### src/rtl/uart_pkg.sv
// Shared types and constants for the UART transmit arbiter.
package uart_pkg;

    typedef enum logic [1:0] {
        IDLE = 2'd0,
        TAG  = 2'd1,
        PASS = 2'd2
    } arb_state_t;

    localparam logic [7:0] UartNewline = 8'h0A;
    localparam logic [7:0] UartTagBase = 8'h30;

    // Index width for n requesters, never narrower than one bit.
    function automatic int idx_width(input int n);
        return (n > 1) ? $clog2(n) : 1;
    endfunction

endpackage

### src/rtl/rr_arbiter.sv
// Combinational round-robin pick: first set request at or after ptr_i, with wrap.
module rr_arbiter #(
    parameter int N    = 3,
    parameter int IdxW = 2
) (
    input  logic [N-1:0]    req_i,
    input  logic [IdxW-1:0] ptr_i,
    output logic [N-1:0]    gnt_o,
    output logic [IdxW-1:0] idx_o,
    output logic            any_o
);

    logic [IdxW-1:0] cand;

    // Scan offsets from the far end downward so the nearest offset to ptr_i wins last.
    always_comb begin
        gnt_o = '0;
        idx_o = '0;
        any_o = 1'b0;
        cand  = '0;
        for (int off = N - 1; off >= 0; off--) begin
            cand = IdxW'((int'(ptr_i) + off) % N);
            if (req_i[cand]) begin
                gnt_o       = '0;
                gnt_o[cand] = 1'b1;
                idx_o       = cand;
                any_o       = 1'b1;
            end
        end
    end

endmodule

### src/rtl/uart_tx_arbiter.sv
// Message-granular round-robin sharing of the UART TX FIFO write port.
// Handshake: a byte moves when valid and ready are both high at a clk_i edge;
// a source must hold its byte stable while valid is high and ready is low.
module uart_tx_arbiter
    import uart_pkg::*;
#(
    parameter int         NumReq      = 3,
    parameter int         MaxBurst    = 64,
    parameter int         IdleTimeout = 255,
    parameter logic [7:0] Newline     = UartNewline,
    parameter logic       TagEnable   = 1'b1,
    parameter logic [7:0] TagBase     = UartTagBase,
    localparam int        GrantW      = idx_width(NumReq)
) (
    input  logic                clk_i,
    input  logic                rst_i,
    input  logic [NumReq-1:0]   req_valid_i,
    input  logic [8*NumReq-1:0] req_data_i,
    output logic [NumReq-1:0]   req_ready_o,
    output logic                tx_valid_o,
    output logic [7:0]          tx_data_o,
    input  logic                tx_ready_i,
    output logic [GrantW-1:0]   grant_o,
    output logic                busy_o
);

    localparam int BurstW = $clog2(MaxBurst + 1);
    localparam int IdleW  = $clog2(IdleTimeout + 1);
    localparam logic [BurstW-1:0] BurstLimit = BurstW'(MaxBurst);
    localparam logic [IdleW-1:0]  IdleLast   = IdleW'(IdleTimeout - 1);
    localparam logic [IdleW-1:0]  IdleMax    = {IdleW{1'b1}};
    localparam logic [GrantW-1:0] LastIdx    = GrantW'(NumReq - 1);

    arb_state_t          state_q, state_d;
    logic [GrantW-1:0]   grant_q, grant_d;
    logic [GrantW-1:0]   ptr_q, ptr_d;
    logic [NumReq-1:0]   gnt_oh_q, gnt_oh_d;
    logic [BurstW-1:0]   burst_q, burst_d;
    logic [IdleW-1:0]    idle_q, idle_d;

    logic [NumReq-1:0]   arb_gnt;
    logic [GrantW-1:0]   arb_idx;
    logic                arb_any;
    logic                sel_valid;
    logic [7:0]          sel_data;
    logic [BurstW-1:0]   burst_inc;
    logic                rel;

    rr_arbiter #(
        .N    (NumReq),
        .IdxW (GrantW)
    ) u_rr (
        .req_i (req_valid_i),
        .ptr_i (ptr_q),
        .gnt_o (arb_gnt),
        .idx_o (arb_idx),
        .any_o (arb_any)
    );

    // Select the granted requester's byte and valid; non-granted lanes never reach tx_*.
    always_comb begin
        sel_data = '0;
        for (int k = 0; k < NumReq; k++) begin
            if (gnt_oh_q[k]) sel_data = req_data_i[8*k +: 8];
        end
        sel_valid = |(req_valid_i & gnt_oh_q);
    end

    // Next-state, counters and output decode for the IDLE/TAG/PASS message FSM.
    always_comb begin
        state_d     = state_q;
        grant_d     = grant_q;
        ptr_d       = ptr_q;
        gnt_oh_d    = gnt_oh_q;
        burst_d     = burst_q;
        idle_d      = idle_q;
        tx_valid_o  = 1'b0;
        tx_data_o   = 8'h00;
        req_ready_o = '0;
        busy_o      = 1'b0;
        rel         = 1'b0;
        burst_inc   = burst_q + 1'b1;

        case (state_q)
            IDLE: begin
                if (arb_any) begin
                    grant_d  = arb_idx;
                    gnt_oh_d = arb_gnt;
                    burst_d  = '0;
                    idle_d   = '0;
                    state_d  = TagEnable ? TAG : PASS;
                end
            end
            TAG: begin
                busy_o     = 1'b1;
                tx_valid_o = 1'b1;
                tx_data_o  = TagBase + 8'(grant_q);
                if (tx_ready_i) state_d = PASS;
            end
            PASS: begin
                busy_o      = 1'b1;
                tx_valid_o  = sel_valid;
                tx_data_o   = sel_valid ? sel_data : 8'h00;
                req_ready_o = gnt_oh_q & {NumReq{tx_ready_i}};
                if (sel_valid && tx_ready_i) begin
                    burst_d = burst_inc;
                    idle_d  = '0;
                    // Newline and burst limit on the same byte still give one release.
                    if ((sel_data == Newline) || (burst_inc == BurstLimit)) rel = 1'b1;
                end else if (!sel_valid) begin
                    if (idle_q == IdleLast) rel = 1'b1;
                    else if (idle_q != IdleMax) idle_d = idle_q + 1'b1;
                end
            end
            default: state_d = IDLE;
        endcase

        // Release always passes through IDLE, which guarantees a bubble between grants.
        if (rel) begin
            state_d = IDLE;
            ptr_d   = (grant_q == LastIdx) ? '0 : grant_q + 1'b1;
        end
    end

    assign grant_o = grant_q;

    // State register with synchronous reset; reset abandons any message in flight.
    always_ff @(posedge clk_i) begin
        if (rst_i) begin
            state_q  <= IDLE;
            grant_q  <= '0;
            ptr_q    <= '0;
            gnt_oh_q <= '0;
            burst_q  <= '0;
            idle_q   <= '0;
        end else begin
            state_q  <= state_d;
            grant_q  <= grant_d;
            ptr_q    <= ptr_d;
            gnt_oh_q <= gnt_oh_d;
            burst_q  <= burst_d;
            idle_q   <= idle_d;
        end
    end

endmodule

### config.mk
export PLATFORM = sky130hd
export DESIGN_NAME = uart_tx_arbiter
export DESIGN_NICKNAME = d
export VERILOG_FILES = /design/src/rtl/uart_pkg.sv /design/src/rtl/rr_arbiter.sv /design/src/rtl/uart_tx_arbiter.sv
export SDC_FILE = /design/constraint.sdc
export NUM_CORES = 1
export LEC_CHECK = 0
export CAP_MARGIN = 10
export CORE_MARGIN = 2
export CORE_UTILIZATION = 45
export DETAILED_ROUTE_END_ITERATION = 10
export GPL_ROUTABILITY_DRIVEN = 0
export HOLD_SLACK_MARGIN = 0.06
export PLACE_DENSITY = 0.83
export SETUP_SLACK_MARGIN = 0.2
export SYNTH_ARGS = -nofsm -noshare
export SYNTH_HDL_FRONTEND = slang
export SYNTH_SLANG_ARGS = --single-unit
### constraint.sdc
create_clock -name clk_i -period 4.1 [get_ports clk_i]
set_clock_uncertainty 0.05 [all_clocks]
set_input_delay 0.82 -clock clk_i [delete_from_list [all_inputs] [get_ports clk_i]]
set_output_delay 0.82 -clock clk_i [all_outputs]
set_load 0.01 [all_outputs]
==> After elaboration in Yosys (flattened, before gate mapping) <==
Index checks and enable logic that the tools add are counted.
{ "classes": {"reduce_logical": 14, "n_mul": 0, "mux": 47, "magnitude_cmp": 6, "n_bitwise": 3, "n_shift": 0, "add_sub_neg": 6, "n_div": 3, "n_eq_ne": 13} }
{ "ops": {"columns": ["operator", "n"], "rows": [
  ["2-to-1 mux 8 bit", 9],
  ["remainder unit 32 x 3 -> 32 bit (second input constant)", 2],
  ["remainder unit 3 x 3 -> 32 bit (second input constant)", 1],
  ["case mux 8 bit (2 select lines)", 2],
  ["2-to-1 mux 1 bit", 15],
  ["2-to-1 mux 7 bit", 2],
  ["case mux 7 bit (2 select lines)", 1],
  ["2-to-1 mux 2 bit", 6],
  ["2-to-1 mux 3 bit", 4],
  ["less-than comparator 2 x 3 -> 1 bit (second input constant)", 3],
  ["inequality test 3 bit (second input constant)", 3],
  ["adder 8 x 1 -> 8 bit (second input constant)", 1],
  ["== test 8 x 4 -> 1 bit (second input constant)", 1],
  ["== test 8 bit (second input constant)", 1],
  ["inequality test 8 bit (second input constant)", 1],
  ["adder 6 x 2 -> 7 bit (first input constant)", 1],
  ["adder 7 x 1 -> 7 bit (second input constant)", 1],
  ["== test 7 bit (second input constant)", 1],
  ["bitwise AND 3 bit", 2],
  ["binary-select mux 1 bit (select 2 bit)", 3],
  ["demux 1 bit (select 2 bit)", 3],
  [">= comparator 2 x 1 -> 1 bit (second input constant)", 3],
  ["inequality test 2 bit (second input constant)", 3],
  ["case mux 2 bit (3 select lines)", 1],
  ["16 further kinds", 22]
]} }
{ "word_totals": {"register_bits": 24, "mem_count": 0, "in_bits": 30, "romBits": 0, "ramBits": 0, "latch_bits": 0} }

==> Depth between registers and ports, before layout <==
Gate-level depths: netlist (run 1).
{ "logic_depth": {"word_depth": 9, "ltp_mapped": 9, "mapped_depth_nobuf": 8} }

==> Cells and area by module <==
Synthesis (run 1) repeated with hierarchy kept, for this count alone.
{ "unflattened": {"cells_unflattened": 249, "area_unflattened_um2": 1915.6} }
{ "by_module_without_submodules": {"columns": ["mod", "n_inst", "seq_area_each_um2", "cells_per_inst", "area_each_um2"], "rows": [
  ["uart_tx_arbiter", 1, 480.5, 202, 1566.5],
  ["rr_arbiter", 1, 0.0, 47, 349.1]
]} }

==> Least setup slack after synthesis (run 1) <==
No wires, ideal clock.
{ "synth_path": {"path_type": "input port to output port", "from": "input req_valid_i[1]", "to": "output tx_data_o[0]", "path_slack_ps": 1174, "n_path_buf": 1, "path_stages": 6, "arrival_ps": 2056, "path_cell_list": "buf_2 > a222oi_1 > inv_1 > nand3_1 > inv_1 > a32o_1"} }
{ "synth_between": {"elab_chain_cells": 4} }
{ "synth_rtl": {"columns": ["element", "line_no", "text"], "rows": [
  ["start, declared", "uart_tx_arbiter.sv:17", "input logic [NumReq-1:0] req_valid_i,"],
  ["bitwise AND 3 bit", "uart_tx_arbiter.sv:66", "sel_valid = |(req_valid_i & gnt_oh_q);"],
  ["OR reduction 3 bit", "uart_tx_arbiter.sv:66", null],
  ["2-to-1 mux 8 bit", "uart_tx_arbiter.sv:103", "tx_data_o = sel_valid ? sel_data : 8'h00;"],
  ["case mux 8 bit (2 select lines)", "uart_tx_arbiter.sv:84", "case (state_q)"],
  ["end, declared", "uart_tx_arbiter.sv:21", "output logic [7:0] tx_data_o,"]
]} }
No other way between the ends.

==> Final worst setup path (run 1) <==
{ "layout_path": {"from": "input req_valid_i[0]", "to": "output tx_data_o[0]"} }
The elaborated chain is that of the path after synthesis.

==> results of run 1 <==
-- Yosys cell counts, types with 7 or more instances --
cell type | n | share of area [%]
a21oi_1 | 22 | 5.6
clkbuf_1 | 10 | 1.9
dfxtp_1 | 24 | 24
ha_1 | 12 | 7.6
inv_1 | 14 | 2.7
nand2_1 | 24 | 4.6
nand3_1 | 12 | 3.1
nor2_1 | 22 | 4.2
nor2b_1 | 8 | 2.5
nor3_1 | 8 | 2.0
o21ai_0 | 7 | 1.8
-- worst max-delay path by stage --
stage          cells past startpoint           start           end  slack (ps)
5_1_grt                            7  req_valid_i[0]  tx_data_o[0]         290
3_3_place_gp                       7  req_valid_i[0]  tx_data_o[1]         400
3_5_place_dp                       7  req_valid_i[0]  tx_data_o[0]         390
4_1_cts                            7  req_valid_i[0]  tx_data_o[0]         380
6_report                           7  req_valid_i[0]  tx_data_o[0]         370
2_1_floorplan                      6  req_valid_i[1]  tx_data_o[0]        1170
-- registers in the layout, indices dropped and copies added (netlist names) --
register,flops
ptr_q,2
idle_q,8
grant_o,2
state_q,2
gnt_oh_q,3
burst_q,7
-- power breakdown --
part,switching (uW),internal (uW)
Clock,76.6,85.8
Combinational,276,237
Sequential,43.6,256
Total,396,579
-- cell type report --
class	count	share of cell area [%]
Timing Repair Buffer	50	19.28
Clock buffer	4	2.187
Sequential cell	24	19.09
Inverter	14	2.087
Multi-Input combinational cell	212	54.77
Tap cell	52	2.584
-- per-stage QoR --
| step | instances | hold WS (ps) | power [uW] | worst slack, ps | cell area, sq um |
|---|---|---|---|---|---|
| 2_1_floorplan | 264 | 415.3 | 634.0 | 1174 | 1968 |
| 3_3_place_gp | 352 | 438.5 | 800.3 | 399.0 | 2462 |
| 3_5_place_dp | 352 | 449.4 | 810.4 | 388.6 | 2462 |
| 4_1_cts | 356 | 461.6 | 976.0 | 376.2 | 2517 |
| 5_1_grt | 356 | 469.4 | 1044 | 285.6 | 2517 |
| 6_report | 356 | 458.9 | 975.4 | 372.1 | 2517 |
-- logic make-up (layout without fill, tap and decap cells) --
logic type               after synthesis  after routing  synth area share, %
multiplexers                          10             10                5.340
adder cells (fa/ha/maj)               12             12                7.629
AO/OA/AOI/OAI                         69             69                23.65
XOR/XNOR                               4              4                1.780
AND/OR/NAND/NOR                      117            117                31.66
flip-flops                            24             24                24.41
buffers and inverters                 28             68                5.531
-- worst register-to-register path, delay by kind of cell (launching register included) --
kind,cells,cell delay (ps)
DFF,1,370
adders and majority gates,1,540
AOI/OAI and AO/OA,2,540
and+or+nand+nor,4,1220
buffers and inverters,1,90
-- layer usage --
| metal | routed length, um | up-vias |
|---|---|---|
| li1 | - | 1048 |
| met1 | 2369 | 956 |
| met2 | 2415 | 88 |
| met3 | 360 | 8 |
| met4 | 65 | 0 |
| met5 | 0 | - |
==> flow_summary_export.csv, run 1 <==
group,metric,value,unit
outcome,status,"finished, final reports clean",
clocking,post_cts_buffers,0,
timing,maxSlewHeadroom,44.70,%
power_and_ir_drop,leakage,0.0009099,uW
clocking,htreeDepth,1,
routing,wirelength,5.211,mm
timing,tns,0,ps
layout,antennaDiodeCount,0,
die,dieArea,4919,sq um
clocking,cts_root_buffer,"clkbuf_8",
synthesis,syn_inst,264,
grt,grt-busiest-layer,"met2",
synthesis,ys_warn_count,0,
routing,drt_iter0_markers,132,
synthesis,yosysSeqAreaShare,24.41,%
routing,drt_pass1_iterations,4,
job,drv_cap,0,
timing,setup_violations,0,
synthesis,ys.flop_type,"dfxtp_1",
routing,drc,0,
layout,register_area,480.5,sq um
routing,wl_per_cell,14.64,um
timing,slew_viol_final,0,
critical_path,start_kind,"primary input",
layout,layout_common_cells,"clkdlybuf4s50_1 (44), nand2_1 (24), dfxtp_1 (24), a21oi_1 (22), nor2_1 (22)",
timing,clock.fmax,268.2,MHz
critical_path,rr_startpoint,"ptr_q[0]$_SDFFE_PP0P_",
grt,grtUsageMet2,36.83,%
critical_path,cp_num_buf_inv,4,
clocking,cts_tree,"yes",
critical_path,worstSetupPathType,"primary input to output pin",
critical_path,path_cells,"clkdlybuf4s50_1, a222oi_1, inv_1, nand3_1, inv_1, a32o_1, clkdlybuf4s50_1",
grt,grt_start_max_net_pins,24,
timing,finalCritPeriodShare,90.92,%
power_and_ir_drop,peakVddDrop,0.0003386,V
grt,gr-usage-met3,3.030,%
synthesis,synth_area,1968,sq um
routing,ant_nets,0,
die,start_util,45.83,%
routing,vias_per_cell,5.899,
critical_path,rr_worst_depth,8,
clocking,clk-insertion-delay-late,270,ps
timing,fin_crit,3728,ps
worst_hold_path,hp-class,"flip-flop to flip-flop",
layout,fillers,394,
critical_path,crit_slowest_cell,"clkdlybuf4s50_1",
synthesis,ys_ff_latch,24,
grt,grt.total_usage,21.46,%
layout,fin_util,58.62,%
critical_path,rr_endpoint,"idle_q[1]$_SDFFE_PP0P_",
die,die_w,70.14,um
grt,grt_pass1_wl,8.818,mm
clocking,clk_pin_slew_worst_paths,80,ps
layout,area_delta_synth_final,27.91,%
timing,final_hold_viol_count,0,
critical_path,cp_data_arrival_time,2860,ps
worst_hold_path,hold_depth,2,
clocking,cts_buffer_depth,2,
clocking,post_cts_resized,0,
power_and_ir_drop,powerDensity,387.4,nW/um^2
grt,grt_pass1_vias,1957,
die,design.core.area,4294,sq um
clocking,hold_buffers,0,
grt,antenna_found_initial,0,
critical_path,cpLargestDelayFamily,"buffers and inverters",
critical_path,endpoint_kind,"output pin",
layout,final_common_cell,"clkdlybuf4s50_1",
grt,use_met1,28.07,%
layout,nets,347,
critical_path,critPathMaxFanout,7,
critical_path,cp_data_required_time,3230,ps
synthesis,synthArstFlopShare,0,%
grt,grt_overflow,0,
layout,final_layout_size_suffix_gt1_share,4.934,%
critical_path,cp_slowest_stage_delay,530,ps
clocking,numCtsBuffers,3,
synthesis,syn_nets,306,
synthesis,synth_edf_count,0,
critical_path,r2r_slack,1190,ps
clocking,cts_sinks,24,
routing,via_count,2100,
synthesis,avgSynthCellArea,7.455,sq um
die,ios,45,
worst_hold_path,worst_hold_startpoint,"idle_q[1]$_SDFFE_PP0P_",
timing,rsz0062_at_grt,"no",
die,chipHeight,70.14,um
worst_hold_path,min_to,"idle_q[1]$_SDFFE_PP0P_",
placement,port_buffers,44,
layout,multiInputGateArea,1379,sq um
placement,dp_hpwl,4.009,mm
die,core.rowCount,24,
timing,tightestPinTransition,827.0,ps
synthesis,ys_types,54,
No activity file was read; power rests on OpenSTA's default activity.
==> run 2, diff against run 1 <==
--- a/config.mk
+++ b/config.mk
@@ -7,11 +7,11 @@
 export LEC_CHECK = 0
 export CAP_MARGIN = 10
 export CORE_MARGIN = 2
-export CORE_UTILIZATION = 45
+export CORE_UTILIZATION = 40
 export DETAILED_ROUTE_END_ITERATION = 10
 export GPL_ROUTABILITY_DRIVEN = 0
 export HOLD_SLACK_MARGIN = 0.06
-export PLACE_DENSITY = 0.83
+export PLACE_DENSITY = 0.76
 export SETUP_SLACK_MARGIN = 0.2
 export SYNTH_ARGS = -nofsm -noshare
 export SYNTH_HDL_FRONTEND = slang
==> constraint.sdc (replaced) <==
create_clock -name clk_i -period 3.6 [get_ports clk_i]
set_clock_uncertainty 0.05 [all_clocks]
set_input_delay 0.72 -clock clk_i [delete_from_list [all_inputs] [get_ports clk_i]]
set_output_delay 0.72 -clock clk_i [all_outputs]
set_load 0.01 [all_outputs]
==> flow_summary_export.csv, run 2 (synthesis results as in run 1) <==
group,metric,value,unit
timing,fin_crit,3274,ps
critical_path,rr_endpoint,"idle_q[1]$_SDFFE_PP0P_",
critical_path,rr_startpoint,"ptr_q[0]$_SDFFE_PP0P_",
die,core.rowCount,25,
critical_path,r2r_slack,730,ps
critical_path,critPathCapture,"tx_data_o[3]",
routing,via_count,2153,
layout,top_register,"idle_q",
worst_hold_path,hp-class,"flip-flop to flip-flop",
critical_path,startpoint,"req_valid_i[0]",
timing,clock.fmax,305.4,MHz
critical_path,endpoint_kind,"output pin",
grt,grt_pass1_wl,9.294,mm
routing,drt_pass1_iterations,5,
clocking,cts_buffer_depth,2,
grt,antenna_found_initial,0,
critical_path,critPathMaxFanout,6,
placement,port_buffers,44,
job,drv_cap,0,
layout,final_area,2595,sq um
critical_path,worstSetupPathType,"primary input to output pin",
die,ios,45,
die,die_w,74.15,um
die,design.core.area,4723,sq um
routing,ant_nets,0,
routing,vias_per_cell,5.741,
timing,slew_viol_final,0,
clocking,cts_sinks,24,
critical_path,cp_data_required_time,2830,ps
routing,wirelength,5.655,mm
die,start_util,41.67,%
clocking,htreeDepth,1,
grt,grt_pass1_vias,1997,
layout,area_delta_synth_final,31.85,%
layout,nets,351,
timing,setup_violations,0,
placement,dp_hpwl,4.118,mm
clocking,clk_pin_slew_worst_paths,90,ps
critical_path,start_kind,"primary input",
routing,wl_per_cell,15.08,um
timing,tns,0,ps
timing,maxSlewHeadroom,41.04,%
layout,final_common_cell,"clkdlybuf4s50_1",
layout,largest_registers,"idle_q: 8 flops, burst_q: 7 flops, gnt_oh_q: 3 flops",
clocking,numCtsBuffers,3,
grt,grt_start_max_net_pins,24,
critical_path,rr_worst_depth,8,
layout,antennaDiodeCount,0,
layout,largest_reg_flops,8,
clocking,clk-insertion-delay-late,280,ps
timing,finalCritPeriodShare,90.95,%
timing,tightestPinTransition,881.7,ps
clocking,cts_tree,"yes",
timing,final_hold_viol_count,0,
placement,placed_area,2496,sq um
layout,final_layout_size_suffix_gt1_share,6.169,%
outcome,status,"finished, final reports clean",
critical_path,cp_data_arrival_time,2500,ps
routing,drt_iter0_markers,143,
clocking,cts_root_buffer,"clkbuf_8",
timing,rsz0062_at_grt,"yes",
power_and_ir_drop,powerDensity,453.8,nW/um^2
power_and_ir_drop,peakVddDrop,0.0003314,V
layout,layout_common_cells,"clkdlybuf4s50_1 (36), nand2_1 (24), dfxtp_1 (24), a21oi_1 (22), nor2_1 (22)",
die,dieArea,5497,sq um
routing,drc,0,
grt,grt.total_usage,21.54,%
grt,grt_overflow,0,
power_and_ir_drop,leakage,0.001055,uW
die,chipHeight,74.15,um
==> run 2: cell count changes in the layout (fill, tap and decap cells not counted), sizes merged <==
cell	before	now
buf	6	10
bufinv	0	1
clkbuf	4	3
clkdlybuf4s50	44	36
dlygate4sd2	0	2
dlymetal6s2s	0	6
==> run 2: worst min-delay path by stage <==
stage,startpoint,to,slack [ps],cells past startpoint
after floorplan,idle_q[1]$_SDFFE_PP0P_,idle_q[1]$_SDFFE_PP0P_,420,2
after global placement,idle_q[1]$_SDFFE_PP0P_,idle_q[1]$_SDFFE_PP0P_,430,2
after detailed placement,burst_q[4]$_SDFFE_PP0P_,burst_q[4]$_SDFFE_PP0P_,450,2
after CTS,burst_q[4]$_SDFFE_PP0P_,burst_q[4]$_SDFFE_PP0P_,460,2
after global routing,idle_q[1]$_SDFFE_PP0P_,idle_q[1]$_SDFFE_PP0P_,500,2
final,burst_q[4]$_SDFFE_PP0P_,burst_q[4]$_SDFFE_PP0P_,460,2
==> run 2: cell type report <==
cell class,count,area (sq um)
clock buffer,3,41.29
inverter,14,52.55
tap,67,83.83
clock inverter,1,30.03
multi-input combinational,212,1379
fill,455,2128
timing repair buffer,54,528.0
sequential,24,480.5
==> run 2: worst max-delay path, cell delays in order <==
cell	delay, ps
clkdlybuf4s50_1	420
a222oi_1	340
buf_4	180
inv_1	60
nand3_1	100
buf_4	160
nor2_1	50
clkdlybuf4s50_1	470
==> run 2: repair_timing <==
item,CTS,global route
pin swaps,1,1
setup endpoints to repair,5,6
gates resized for setup,2,6
hold buffers,0,0
setup buffers,1,1
==> run 2: per-stage QoR <==
stage               total power [uW]  hold WS, ps  utilization (%)  setup WS [ps]  std cells
floorplan                      722.1        415.3                -          873.8        264
global placement               922.3        430.4            52.85          190.5        369
detailed placement             930.8        446.7            52.85          148.3        369
CTS                             1179        460.9            54.46          262.5        374
global route                    1260        496.2            54.94          191.1        375
finish                          1178        458.1            54.94          325.8        375
==> run 2: report_power, final <==
group          internal (uW)  switching (uW)  total, uW
sequential               292            46.8        339
combinational            273             320        594
clock                    149            96.3        245
==> run 2: metal layers <==
metal | GRT usage [%] | routed length, um | vias up
met4 | 6.263 | 62 | 0
met2 | 36.71 | 2586 | 88
met5 | 0 | 0 | -
met1 | 27.38 | 2573 | 1004
met3 | 4.607 | 432 | 5
li1 | - | - | 1056
==> run 3, diff against run 2 <==
--- a/config.mk
+++ b/config.mk
@@ -5,13 +5,13 @@
 export SDC_FILE = /design/constraint.sdc
 export NUM_CORES = 1
 export LEC_CHECK = 0
-export CAP_MARGIN = 10
 export CORE_MARGIN = 2
 export CORE_UTILIZATION = 40
 export DETAILED_ROUTE_END_ITERATION = 10
 export GPL_ROUTABILITY_DRIVEN = 0
 export HOLD_SLACK_MARGIN = 0.06
 export PLACE_DENSITY = 0.76
+export RECOVER_POWER = 50
 export SETUP_SLACK_MARGIN = 0.2
 export SYNTH_ARGS = -nofsm -noshare
 export SYNTH_HDL_FRONTEND = slang
==> flow_summary_export.csv, run 3 (synthesis results as in run 1) <==
group,metric,value,unit
outcome,status,"finished, final reports clean",
critical_path,cp_num_buf_inv,5,
grt,grt_pass1_vias,1997,
clocking,clk_pin_slew_worst_paths,90,ps
timing,final_hold_viol_count,0,
timing,tightestPinTransition,889.3,ps
timing,fin_crit,3266,ps
die,chipHeight,74.15,um
timing,setup_slack,334.4,ps
layout,nets,351,
routing,ant_nets,0,
clocking,cts_buffer_depth,2,
routing,drc,0,
routing,drt_pass1_iterations,4,
placement,port_buffers,44,
placement,dp_cells,369,
timing,rsz0062_at_grt,"yes",
critical_path,cp_num_cells,8,
layout,area_delta_synth_final,31.21,%
die,die_w,74.15,um
timing,finalCritPeriodShare,90.71,%
layout,largest_registers,"idle_q: 8 flops, burst_q: 7 flops, gnt_oh_q: 3 flops",
job,drv_cap,0,
layout,final_layout_size_suffix_gt1_share,4.870,%
critical_path,critPathMaxFanout,6,
critical_path,cp_data_required_time,2830,ps
layout,largest_reg_flops,8,
die,ios,45,
layout,layout_common_cells,"clkdlybuf4s50_1 (30), nand2_1 (24), dfxtp_1 (24), a21oi_1 (22), nor2_1 (22)",
critical_path,crit_slowest_cell,"clkdlybuf4s50_1",
routing,wirelength,5.619,mm
layout,final_area,2582,sq um
timing,slew_viol_final,0,
clocking,cts_sinks,24,
critical_path,cpLargestDelayFamily,"buffers and inverters",
critical_path,rr_worst_depth,8,
timing,clock.fmax,306.2,MHz
routing,via_count,2116,
timing,tns,0,ps
clocking,numCtsBuffers,3,
timing,setup_violations,0,
power_and_ir_drop,leakage,0.001064,uW
critical_path,endpoint_kind,"output pin",
layout,final_common_cell,"clkdlybuf4s50_1",
routing,wl_per_cell,14.98,um
layout,fillers,458,
critical_path,cp_data_arrival_time,2500,ps
clocking,hold_buffers,0,
grt,grt_pass1_wl,9.294,mm
clocking,clk-insertion-delay-late,280,ps
layout,top_register,"idle_q",
placement,dp_slack,148.3,ps
layout,fin_cells,375,
critical_path,path_cells,"clkdlybuf4s50_1, a222oi_1, buf_4, inv_1, nand3_1, buf_4, nor2_1, clkdlybuf4s50_1",
grt,grt_overflow,0,
placement,placed_area,2496,sq um
critical_path,cp_slowest_stage_delay,470,ps
critical_path,worstSetupPathType,"primary input to output pin",
layout,antennaDiodeCount,0,
die,design.core.area,4723,sq um
grt,grt_start_max_net_pins,24,
grt,grt.total_usage,21.54,%
die,core.rowCount,25,
timing,maxSlewHeadroom,40.53,%
routing,drt_iter0_markers,112,
clocking,cts_root_buffer,"clkbuf_8",
power_and_ir_drop,powerDensity,448.5,nW/um^2
worst_hold_path,hold_depth,2,
clocking,htreeDepth,1,
power_and_ir_drop,peakVddDrop,0.0003147,V
worst_hold_path,hp-class,"flip-flop to flip-flop",
die,dieArea,5497,sq um
die,start_util,41.67,%
clocking,cts_tree,"yes",
placement,dp_hpwl,4.118,mm
grt,antenna_found_initial,0,
critical_path,r2r_slack,590,ps
routing,vias_per_cell,5.643,
critical_path,start_kind,"primary input",
-- run 3: cell types whose count changed in the layout (fill, tap and decap cells not counted), sizes merged --
cell | before | now
clkbuf | 3 | 5
dlygate4sd3 | 0 | 6
buf | 10 | 8
clkdlybuf4s50 | 36 | 30
-- run 3: stage by stage --
stage / hold slack (ps) / util, % / power, uW
after global routing: 496.2 / 54.68 / 1244
after global placement: 430.4 / 52.85 / 922.3
after detailed placement: 446.7 / 52.85 / 930.8
after floorplan: 415.3 / - / 722.1
after CTS: 460.9 / 54.46 / 1179
final: 455.4 / 54.68 / 1158
-- run 3: layout make-up --
cell class	instances	area (sq um)	area share, %
clock buffer	3	41.29	1.599
clock inverter	1	30.03	1.163
inverter	14	52.55	2.035
multi-input combinational	212	1374	53.20
sequential	24	480.5	18.60
tap	67	83.83	3.246
timing repair buffer	54	520.5	20.16
-- run 3: worst min-delay path, stage by stage (launching register included) --
cell     delay (ps)
dfxtp_1         350
nand2_1          70
a21oi_1          50
-- run 3: timing repair --
action,in CTS,in global routing
setup endpoints to repair,5,6
endpoints found under the hold margin,0,0
pin swaps,1,1
gates resized for setup,2,6
buffers inserted,1,1
-- run 3: path summary, 6_finish.rpt --
kind                                                 to               startpoint
worst max register to register   idle_q[1]$_SDFFE_PP0P_    ptr_q[0]$_SDFFE_PP0P_
worst min-delay path            burst_q[4]$_SDFFE_PP0P_  burst_q[4]$_SDFFE_PP0P_
worst min register to register  burst_q[4]$_SDFFE_PP0P_  burst_q[4]$_SDFFE_PP0P_
worst max-delay path                       tx_data_o[3]           req_valid_i[0]
-- run 3: layer usage --
metal  vias up  part of all wire [%]  track usage, %  routed length, um
met5         -                     0               0                  0
met4         0                   1.1           6.263                 62
met3         5                   7.9           4.607                444
met2        69                    47           36.71               2621
met1       988                    44           27.38               2490
li1       1054                     -               -                  -
-- run 3: power breakdown --
part	total (uW)	internal, uW	leakage (uW)	switching (uW)
clock network	244	149	0.0000357	94.9
logic	576	258	0.000834	318
registers	339	292	0.000194	47.0
